## src/rtl/cnn_pkg.sv

```systemverilog
// Shared definitions for the 4x4 CNN grid engine and its output streamer.
package cnn_pkg;
  localparam int WIDTH = 9;
  localparam int CELLS = 16;

  typedef enum logic {IDLE, STREAM} state_e;

  // Cell k (0-based) state from the flattened grid bus.
  function automatic logic [2*WIDTH-1:0] y_slice(input logic [CELLS*2*WIDTH-1:0] y,
                                                 input logic [3:0] k);
    return y[k*2*WIDTH +: 2*WIDTH];
  endfunction
endpackage

```

## src/rtl/cnn_grid_streamer_if.sv

```systemverilog
// Sample stream from the grid streamer to the host-side reader.
interface cnn_grid_streamer_if #(parameter int OUT_W = 9);
  logic                    m_valid;
  logic                    m_ready;
  logic signed [OUT_W-1:0] m_data;
  logic [3:0]              m_index;
  logic                    m_first;
  logic                    m_last;

  modport master (output m_valid, m_data, m_index, m_first, m_last, input m_ready);
  modport slave  (input m_valid, m_data, m_index, m_first, m_last, output m_ready);
endinterface

```

## src/rtl/cnn_sat_shift.sv

```systemverilog
// Arithmetic right shift (floor) followed by clamp to a signed OUT_W range.
module cnn_sat_shift #(
  parameter int IN_W       = 18,
  parameter int OUT_W      = 9,
  parameter int FRAC_SHIFT = 0
) (
  input  logic signed [IN_W-1:0]  v_i,
  output logic signed [OUT_W-1:0] s_o
);
  // One guard bit above the wider operand keeps the compare range exact.
  localparam int EW = ((IN_W > OUT_W) ? IN_W : OUT_W) + 1;
  localparam logic signed [EW-1:0] MAX_V = {{(EW-OUT_W+1){1'b0}}, {(OUT_W-1){1'b1}}};
  localparam logic signed [EW-1:0] MIN_V = {{(EW-OUT_W+1){1'b1}}, {(OUT_W-1){1'b0}}};

  logic signed [IN_W-1:0] sh;
  logic signed [EW-1:0]   s_ext;

  assign sh    = v_i >>> FRAC_SHIFT;
  assign s_ext = EW'(sh);

  always_comb begin
    s_o = s_ext[OUT_W-1:0];
    if (s_ext > MAX_V)      s_o = MAX_V[OUT_W-1:0];
    else if (s_ext < MIN_V) s_o = MIN_V[OUT_W-1:0];
  end
endmodule

```

## src/rtl/cnn_grid_streamer.sv

```systemverilog
// Snapshots the 16 grid cell states on a strobe and streams them, scaled and
// saturated, in raster order over a valid/ready port.
module cnn_grid_streamer #(
  parameter int WIDTH      = cnn_pkg::WIDTH,
  parameter int OUT_W      = 9,
  parameter int FRAC_SHIFT = 0
) (
  input  logic                                clk,
  input  logic                                rst_n,
  input  logic [cnn_pkg::CELLS*2*WIDTH-1:0]   y_flat,
  input  logic                                snap,
  input  logic                                clear_ovr,
  cnn_grid_streamer_if.master                 m,
  output logic                                busy,
  output logic                                overrun
);
  import cnn_pkg::*;

  localparam int SW = 2*WIDTH;

  state_e                   state_q, state_d;
  logic [3:0]               idx_q, idx_d;
  logic                     overrun_q, overrun_d;
  logic [CELLS-1:0][SW-1:0] buf_q, buf_d;

  logic                     streaming, beat, last_beat, accept, drop;
  logic signed [OUT_W-1:0]  sat_data;

  assign streaming = (state_q == STREAM);
  assign beat      = streaming & m.m_ready;
  assign last_beat = beat & (idx_q == 4'd15);
  // The final beat frees the buffer, so a snap on that cycle chains a new frame.
  assign accept    = snap & (~streaming | last_beat);
  assign drop      = snap & streaming & ~last_beat;

  always_comb begin
    state_d   = state_q;
    idx_d     = idx_q;
    buf_d     = buf_q;
    overrun_d = overrun_q;
    case (state_q)
      IDLE: begin
        idx_d = 4'd0;
        if (snap) state_d = STREAM;
      end
      STREAM: begin
        if (beat)                 idx_d   = idx_q + 4'd1;
        if (last_beat && !snap)   state_d = IDLE;
      end
    endcase
    if (accept) buf_d = y_flat;
    if (drop)           overrun_d = 1'b1;
    else if (clear_ovr) overrun_d = 1'b0;
  end

  always_ff @(posedge clk) begin
    if (!rst_n) begin
      state_q   <= IDLE;
      idx_q     <= 4'd0;
      overrun_q <= 1'b0;
    end else begin
      state_q   <= state_d;
      idx_q     <= idx_d;
      overrun_q <= overrun_d;
    end
  end

  always_ff @(posedge clk) begin
    buf_q <= buf_d;
  end

  cnn_sat_shift #(.IN_W(SW), .OUT_W(OUT_W), .FRAC_SHIFT(FRAC_SHIFT)) u_sat (
    .v_i (buf_q[idx_q]),
    .s_o (sat_data)
  );

  // Output is combinational off the held buffer/index, so it is stable under stall.
  assign m.m_valid = streaming;
  assign m.m_data  = streaming ? sat_data : '0;
  assign m.m_index = idx_q;
  assign m.m_first = streaming & (idx_q == 4'd0);
  assign m.m_last  = streaming & (idx_q == 4'd15);
  assign busy      = streaming;
  assign overrun   = overrun_q;
endmodule

```

## src/flat_wrapper.sv

```systemverilog
// flat-port wrapper written by rule: the top's interface ports become plain ports
module cnn_grid_streamer_flat import cnn_pkg::*;
#(
  parameter int WIDTH      = cnn_pkg::WIDTH,
  parameter int OUT_W      = 9,
  parameter int FRAC_SHIFT = 0
)
  (clk, rst_n, y_flat, snap, clear_ovr, busy, overrun, m_m_valid, m_m_data, m_m_index, m_m_first, m_m_last, m_m_ready);
  cnn_grid_streamer_if #(.OUT_W(OUT_W)) m_i ();
  input  logic clk;
  input  logic rst_n;
  input  logic [cnn_pkg::CELLS*2*WIDTH-1:0] y_flat;
  input  logic snap;
  input  logic clear_ovr;
  output logic busy;
  output logic overrun;
  output wire logic [$bits(m_i.m_valid)-1:0] m_m_valid;
  output wire logic [$bits(m_i.m_data)-1:0] m_m_data;
  output wire logic [$bits(m_i.m_index)-1:0] m_m_index;
  output wire logic [$bits(m_i.m_first)-1:0] m_m_first;
  output wire logic [$bits(m_i.m_last)-1:0] m_m_last;
  input wire logic [$bits(m_i.m_ready)-1:0] m_m_ready;
  assign m_m_valid = m_i.m_valid;
  assign m_m_data = m_i.m_data;
  assign m_m_index = m_i.m_index;
  assign m_m_first = m_i.m_first;
  assign m_m_last = m_i.m_last;
  assign m_i.m_ready = m_m_ready;
  cnn_grid_streamer #(.WIDTH(WIDTH), .OUT_W(OUT_W), .FRAC_SHIFT(FRAC_SHIFT)) u_core (.clk(clk), .rst_n(rst_n), .y_flat(y_flat), .snap(snap), .clear_ovr(clear_ovr), .m(m_i), .busy(busy), .overrun(overrun));
endmodule
```

## config.mk

```make
export PLATFORM = sky130hd
export DESIGN_NAME = cnn_grid_streamer_flat
export DESIGN_NICKNAME = d
export VERILOG_FILES = /design/src/rtl/cnn_pkg.sv /design/src/rtl/cnn_grid_streamer_if.sv /design/src/rtl/cnn_sat_shift.sv /design/src/rtl/cnn_grid_streamer.sv /design/src/flat_wrapper.sv
export SDC_FILE = /design/constraint.sdc
export NUM_CORES = 1
export LEC_CHECK = 0
export ABC_AREA = 1
export ABC_CLOCK_PERIOD_IN_PS = 15700
export BUFFER_PORTS_ARGS = -buffer_cell sky130_fd_sc_hd__buf_2
export CAP_MARGIN = 25
export CORE_MARGIN = 5
export CORE_UTILIZATION = 48
export DETAILED_ROUTE_END_ITERATION = 10
export GPL_TIMING_DRIVEN = 0
export PLACE_DENSITY = 0.8
export SETUP_SLACK_MARGIN = 0.4
export SLEW_MARGIN = 20
export SYNTH_ARGS = -nofsm -noshare
export SYNTH_HDL_FRONTEND = slang
export SYNTH_SLANG_ARGS = --single-unit
```

## constraint.sdc

```tcl
create_clock -name clk -period 15.7 [get_ports clk]
set_clock_uncertainty 0.05 [all_clocks]
set_input_delay 3.14 -clock clk [delete_from_list [all_inputs] [get_ports clk]]
set_output_delay 3.14 -clock clk [all_outputs]
set_load 0.02 [all_outputs]
```

==> results of run 1 <==
## area by class of cell
class,count,area share
flip-flops and latches,294,0.576
multi-input cells,616,0.175
repair buffers,322,0.119
clock buffers,39,0.0515
well taps,330,0.0271
inverters,96,0.0237
plain buffers,52,0.0198
clock inverters,13,0.00657
diodes,11,0.00181
## logic make-up (layout without fill, tap and decap cells)
family          count (synthesis)  in the layout  share of synthesized area
flops                         294            294                      0.725
compound gates                148            148                     0.0652
other cells                     0             11                          0
simple gates                  465            465                      0.152
xor+xnor                        1              1                   0.000725
buf+inv                       148            522                     0.0548
fa+ha+maj                       2              2                    0.00207
## placed cells by master (no fill, tap or decap), types with 7 or more instances in the layout
cell type | Yosys | layout
clkinv_1 | 1 | 8
inv_1 | 93 | 93
nand2_1 | 270 | 270
buf_12 | 0 | 7
o22ai_1 | 36 | 36
buf_6 | 8 | 8
buf_2 | 22 | 332
a21oi_1 | 10 | 10
o21ai_0 | 93 | 93
nor2_1 | 138 | 137
diode_2 | 0 | 11
nand3_1 | 42 | 42
clkbuf_1 | 17 | 26
edfxtp_1 | 288 | 288
o21ai_1 | 8 | 8
nand4_1 | 9 | 9
clkbuf_16 | 0 | 30
## tightest hold or removal path, delay by kind of cell, from the launching register on
kind | cells | cell delay, ns
DFF | 1 | 0.31
AOI/OAI and AO/OA | 1 | 0.06
and+or+nand+nor | 1 | 0.06
## worst max-delay path by stage
stage / to / start
6_report: m_m_data[2] / u_core.m.m_index[0]
5_1_grt: m_m_data[2] / u_core.m.m_index[0]
4_1_cts: m_m_data[1] / u_core.m.m_index[0]
3_5_place_dp: m_m_data[1] / u_core.m.m_index[0]
3_3_place_gp: u_core.buf_q[186] / m_m_ready
2_1_floorplan: u_core.buf_q[0] / m_m_ready
## sequential cells by signal (all words and copies together) (netlist names)
name / cells
u_core.busy: 1
u_core.overrun: 1
u_core.m.m_index: 4
u_core.buf_q: 288
## metal layers
| metal | vias up | GRT usage | share of wire |
|---|---|---|---|
| met3 | 113 | 0.0596 | 0.10 |
| li1 | 4318 | - | - |
| met5 | - | 0 | 0.0033 |
| met1 | 4342 | 0.284 | 0.35 |
| met2 | 550 | 0.424 | 0.50 |
| met4 | 20 | 0.0910 | 0.039 |
## cells in the mapped netlist, drive strengths merged
| cell type | instances | share of area |
|---|---|---|
| nand4 | 9 | 0.0047 |
| buf | 35 | 0.020 |
| edfxtp | 288 | 0.72 |
| a21oi | 10 | 0.0041 |
| dfxtp | 6 | 0.0099 |
| inv | 95 | 0.030 |
| clkbuf | 17 | 0.0053 |
| nor3 | 1 | 0.00041 |
| nand3 | 42 | 0.017 |
| xor2 | 1 | 0.00072 |
| ha | 2 | 0.0021 |
| clkinv | 1 | 0.00031 |
| o22ai | 36 | 0.019 |
| a211oi | 1 | 0.00062 |
| o21ai | 101 | 0.042 |
| nor2 | 140 | 0.044 |
| nand2 | 273 | 0.085 |
## power by group through the flow
stage          registers [W]  clock network [W]   logic, W
2_1_floorplan       0.000949                  0  0.0000681
3_3_place_gp        0.000957                  0   0.000132
3_5_place_dp        0.000943                  0   0.000147
4_1_cts             0.000926           0.000661   0.000148
5_1_grt             0.000929           0.000695   0.000162
6_report            0.000926           0.000653   0.000148
## per-stage QoR
stage | setup WS [ns] | area, sq um
global route | 9.01 | 15200
CTS | 9.18 | 15200
detailed placement | 9.81 | 14300
finish | 9.24 | 15200
floorplan | 4.20 | 12100
global placement | 1.47 | 14100
==> impl_metrics.json, run 1 <==
{
  "rows": 58,
  "path_clk_slew_ns": 0.06,
  "drt_wl_total_microns": 35300,
  "syn-cell-area_sq_um": 12100,
  "worst_pin_slew_ns": 1.07,
  "cpMaxStageDelayCell": "dfxtp_1",
  "p_int_w": 0.00134,
  "switching_share": 0.224,
  "start_kind": "register",
  "cts_hold_buf": 0,
  "rrSetupSlack_ns": 13.04,
  "cts-root-buf": "clkbuf_16",
  "antenna_found_initial": 18,
  "period_share": 0.412,
  "power_frac_seq": 0.536,
  "num_vias": 9343,
  "syn_avg_cell_area_sq_um": 11.4,
  "dp_hpwl_microns": 26100,
  "ys_types": 23,
  "syn_nets": 1353,
  "path_cells": "inv_2 -> buf_4 -> buf_2 -> clkbuf_1 -> nor2_1 -> o22ai_1 -> nand2_1 -> nand4_1 -> a21oi_1 -> nor2_1 -> buf_2",
  "clockBufferDepth": 3,
  "area_growth_syn_to_layout_pct": 26.1,
  "status": "finished, final reports clean",
  "dieArea_sq_um": 28500,
  "timing.rr.start": "u_core.m.m_index[0]",
  "finalCriticalPeriod_ns": 6.46,
  "clock.fmax_mhz": 155,
  "route.detailed.drc": 0,
  "switching_power_w": 0.000387,
  "cts_buffers": 30,
  "tns_ns": 0,
  "crit_buf_inv": 5,
  "cp_num_cells": 11,
  "final_core_util": 0.610,
  "multi_input_area_sq_um": 2660,
  "arrival_ns": 3.27,
  "combPwrFrac": 0.086,
  "start_util": 0.484,
  "core_region_area_sq_um": 25000,
  "cts_sinks": 294,
  "avgRoutedWirePerCell_microns": 19.9,
  "cts_resized": 0,
  "grt_pass1_vias": 9439,
  "r2r-end": "u_core.buf_q[237]",
  "grt_util_all_layers": 0.240,
  "cts_tree": "yes",
  "worstHoldStart": "u_core.overrun",
  "die_h_microns": 169,
  "final-seq-area_sq_um": 8770,
  "slew_viol_final": 0,
  "fp.dieW_microns": 169,
  "grt_max_degree": 33,
  "power_frac_clock": 0.378,
  "max_stage_delay_ns": 0.43,
  "holdWs_ns": 0.417,
  "n_fill_cell": 2007,
  "gp_congestion": 0.902,
  "vias_per_cell": 5.27,
  "clk-insertion-delay-late_ns": 0.56,
  "worstPathMaxFanout": 10,
  "finalHoldViolCount": 0,
  "instances_no_fill": 1773,
  "syn_inst": 1058,
  "rsz0062_at_grt": "no",
  "layout.nets": 1707,
  "whs_path_depth": 2,
  "end_kind": "output port",
  "p_per_area_nw_per_um2": 113,
  "drv_cap": 0,
  "worstSetupPathType": "reg2out",
  "dr.pass1.iters": 5,
  "final_layout_size_suffix_gt1_frac": 0.280,
  "setup_violations": 0,
  "portBuffers": 310,
  "slew_headroom": 0.282,
  "grt_pass1_wl_microns": 51900,
  "cts_setup_buffers": 0,
  "leakage_nw": 6.49,
  "postRouteAntennaNets": 0,
  "crit_family": "buffers and inverters",
  "holdPathEnd": "u_core.overrun",
  "p_total_w": 0.00173,
  "worstRegToRegCells": 8,
  "num_io_pins": 311,
  "drtIter0Drc": 953,
  "ys_seq_area_frac": 0.725,
  "place_inst": 1710,
  "ir_drop_mv": 0.0868,
  "yosys_warnings": 0,
  "cts-htree-levels": 1,
  "gr-total-overflow": 0,
  "hold_path.class": "reg2reg",
  "ys_ff_latch": 294,
  "cp_data_required_time_ns": 12.51
}
No activity file was read; power rests on OpenSTA's default activity.
==> run 2, diff against run 1 <==
--- a/config.mk
+++ b/config.mk
@@ -6,14 +6,14 @@
 export NUM_CORES = 1
 export LEC_CHECK = 0
 export ABC_AREA = 1
-export ABC_CLOCK_PERIOD_IN_PS = 15700
+export ABC_CLOCK_PERIOD_IN_PS = 6500
 export BUFFER_PORTS_ARGS = -buffer_cell sky130_fd_sc_hd__buf_2
 export CAP_MARGIN = 25
 export CORE_MARGIN = 5
-export CORE_UTILIZATION = 48
+export CORE_UTILIZATION = 53
 export DETAILED_ROUTE_END_ITERATION = 10
 export GPL_TIMING_DRIVEN = 0
-export PLACE_DENSITY = 0.8
+export PLACE_DENSITY = 0.84
 export SETUP_SLACK_MARGIN = 0.4
 export SLEW_MARGIN = 20
 export SYNTH_ARGS = -nofsm -noshare
==> constraint.sdc (replaced) <==
create_clock -name clk -period 6.5 [get_ports clk]
set_clock_uncertainty 0.05 [all_clocks]
set_input_delay 1.3 -clock clk [delete_from_list [all_inputs] [get_ports clk]]
set_output_delay 1.3 -clock clk [all_outputs]
set_load 0.02 [all_outputs]
==> impl_metrics.json, run 2 (same netlist as run 1, synthesis figures left out) <==
{
  "path_cells": "clkbuf_1 -> o21ai_0 -> o22ai_1 -> nand2_1 -> nand4_1 -> inv_1 -> a21oi_1 -> nor2_1 -> buf_2",
  "antenna_found_initial": 22,
  "worstRegToRegCells": 9,
  "num_vias": 9493,
  "postRouteAntennaNets": 0,
  "route.detailed.drc": 0,
  "ir_drop_mv": 0.266,
  "final-seq-area_sq_um": 8770,
  "die_h_microns": 161,
  "dr.pass1.iters": 5,
  "end_kind": "output port",
  "grt_max_degree": 32,
  "area_growth_syn_to_layout_pct": 26.9,
  "cts_sinks": 294,
  "rsz0062_at_grt": "no",
  "whs_path_depth": 2,
  "cpMaxStageDelayCell": "clkbuf_1",
  "grt_pass1_wl_microns": 51700,
  "clockBufferDepth": 3,
  "timing.rr.start": "u_core.m.m_index[1]",
  "gp_congestion": 0.874,
  "slew_viol_final": 0,
  "layout.nets": 1706,
  "drtIter0Drc": 1204,
  "final_cell_mix": "buf_2 (332), edfxtp_1 (288), nand2_1 (269)",
  "dp_hpwl_microns": 25000,
  "r2r-end": "u_core.buf_q[175]",
  "n_fill_cell": 1593,
  "cp_data_required_time_ns": 5.15,
  "rrSetupSlack_ns": 3.77,
  "largest_reg_flops": 288,
  "hold_path.class": "reg2reg",
  "status": "finished, final reports clean",
  "p_total_w": 0.00437,
  "setup_violations": 0,
  "fp.dieW_microns": 161,
  "clock.fmax_mhz": 215,
  "vias_per_cell": 5.46,
  "start_kind": "register",
  "worstHoldStart": "u_core.overrun",
  "arrival_ns": 3.29,
  "final_layout_size_suffix_gt1_frac": 0.290,
  "drv_cap": 0,
  "final_common_cell": "buf_2",
  "num_io_pins": 311,
  "rows": 55,
  "grt_pass1_vias": 9735,
  "slew_headroom": 0.307,
  "portBuffers": 310,
  "gr-total-overflow": 0,
  "holdPathEnd": "u_core.overrun",
  "cts_hold_buf": 0,
  "cts_buffers": 30,
  "holdWs_ns": 0.415,
  "cts_tree": "yes",
  "period_share": 0.714,
  "tns_ns": 0,
  "drt_wl_total_microns": 34900,
  "dieArea_sq_um": 25900,
  "p_per_area_nw_per_um2": 285,
  "cts-htree-levels": 1,
  "core_region_area_sq_um": 22600,
  "start_util": 0.535,
  "grt_util_all_layers": 0.260,
  "cts_resized": 0,
  "finalCriticalPeriod_ns": 4.64,
  "finalHoldViolCount": 0,
  "worstSetupPathType": "reg2out",
  "path_clk_slew_ns": 0.06,
  "cts_setup_buffers": 0,
  "clk-insertion-delay-late_ns": 0.54,
  "worstPathMaxFanout": 10,
  "avgRoutedWirePerCell_microns": 20.1,
  "worst_pin_slew_ns": 1.04,
  "max_stage_delay_ns": 0.58,
  "regMostFlops": "u_core.buf_q",
  "leakage_nw": 6.58,
  "cts-root-buf": "clkbuf_16",
  "multi_input_area_sq_um": 2680
}
[run 2: cell types whose count changed in the layout (fill, tap and decap cells not counted), sizes merged]
| cell | change |
|---|---|
| buf | -1 |
| clkbuf | -7 |
| bufinv | +4 |
| diode | +8 |
| clkinv | +7 |
[run 2: worst max-delay path by stage]
| stage | from | endpoint | slack, ns | cells after the start |
|---|---|---|---|---|
| after floorplan | m_m_ready | u_core.buf_q[0] | 0.22 | 4 |
| after global placement | m_m_ready | u_core.buf_q[287] | -1.30 | 5 |
| after detailed placement | u_core.m.m_index[1] | m_m_data[5] | 2.52 | 9 |
| after CTS | u_core.m.m_index[1] | m_m_data[5] | 1.93 | 9 |
| after global routing | u_core.m.m_index[1] | m_m_data[3] | 1.74 | 9 |
| final | u_core.m.m_index[1] | m_m_data[3] | 1.86 | 9 |
[run 2: cell type report]
class,count,share of cell area
inverter,96,0.0235
timing repair buffer,321,0.117
buffer,52,0.0197
antenna,19,0.00310
tap,285,0.0233
sequential,294,0.572
clock inverter,24,0.0165
multi-input combinational,616,0.174
clock buffer,32,0.0508
[run 2: routing by layer]
metal | up-vias | global-route usage | wire length, microns
met5 | - | 0 | 47
met1 | 4438 | 0.318 | 12400
met2 | 578 | 0.441 | 17300
met4 | 8 | 0.130 | 1700
li1 | 4336 | - | -
met3 | 133 | 0.0566 | 3440
[run 2: per-stage QoR]
stage / cell area, sq um / cells / util / worst slack [ns]
finish: 15300 / 1739 / 0.679 / 1.86
CTS: 15300 / 1720 / 0.677 / 1.93
global route: 15300 / 1738 / 0.679 / 1.74
global placement: 14000 / 1653 / 0.621 / -1.30
detailed placement: 14300 / 1664 / 0.632 / 2.52
floorplan: 12100 / 1058 / - / 0.218
[run 2: power breakdown]
part / switching, W / total [W] / internal [W]
combinational: 0.000214 / 0.000358 / 0.000145
clock: 0.000711 / 0.00178 / 0.00106
sequential: 0.0000290 / 0.00223 / 0.00221
total: 0.000954 / 0.00437 / 0.00341
[run 2: worst max-delay path: cells and delay by family (launching register included)]
kind,cells,cell delay [ns]
AOI/OAI and AO/OA,3,0.80
buffers and inverters,3,1.01
DFF,1,0.54
and+or+nand+nor,3,0.38
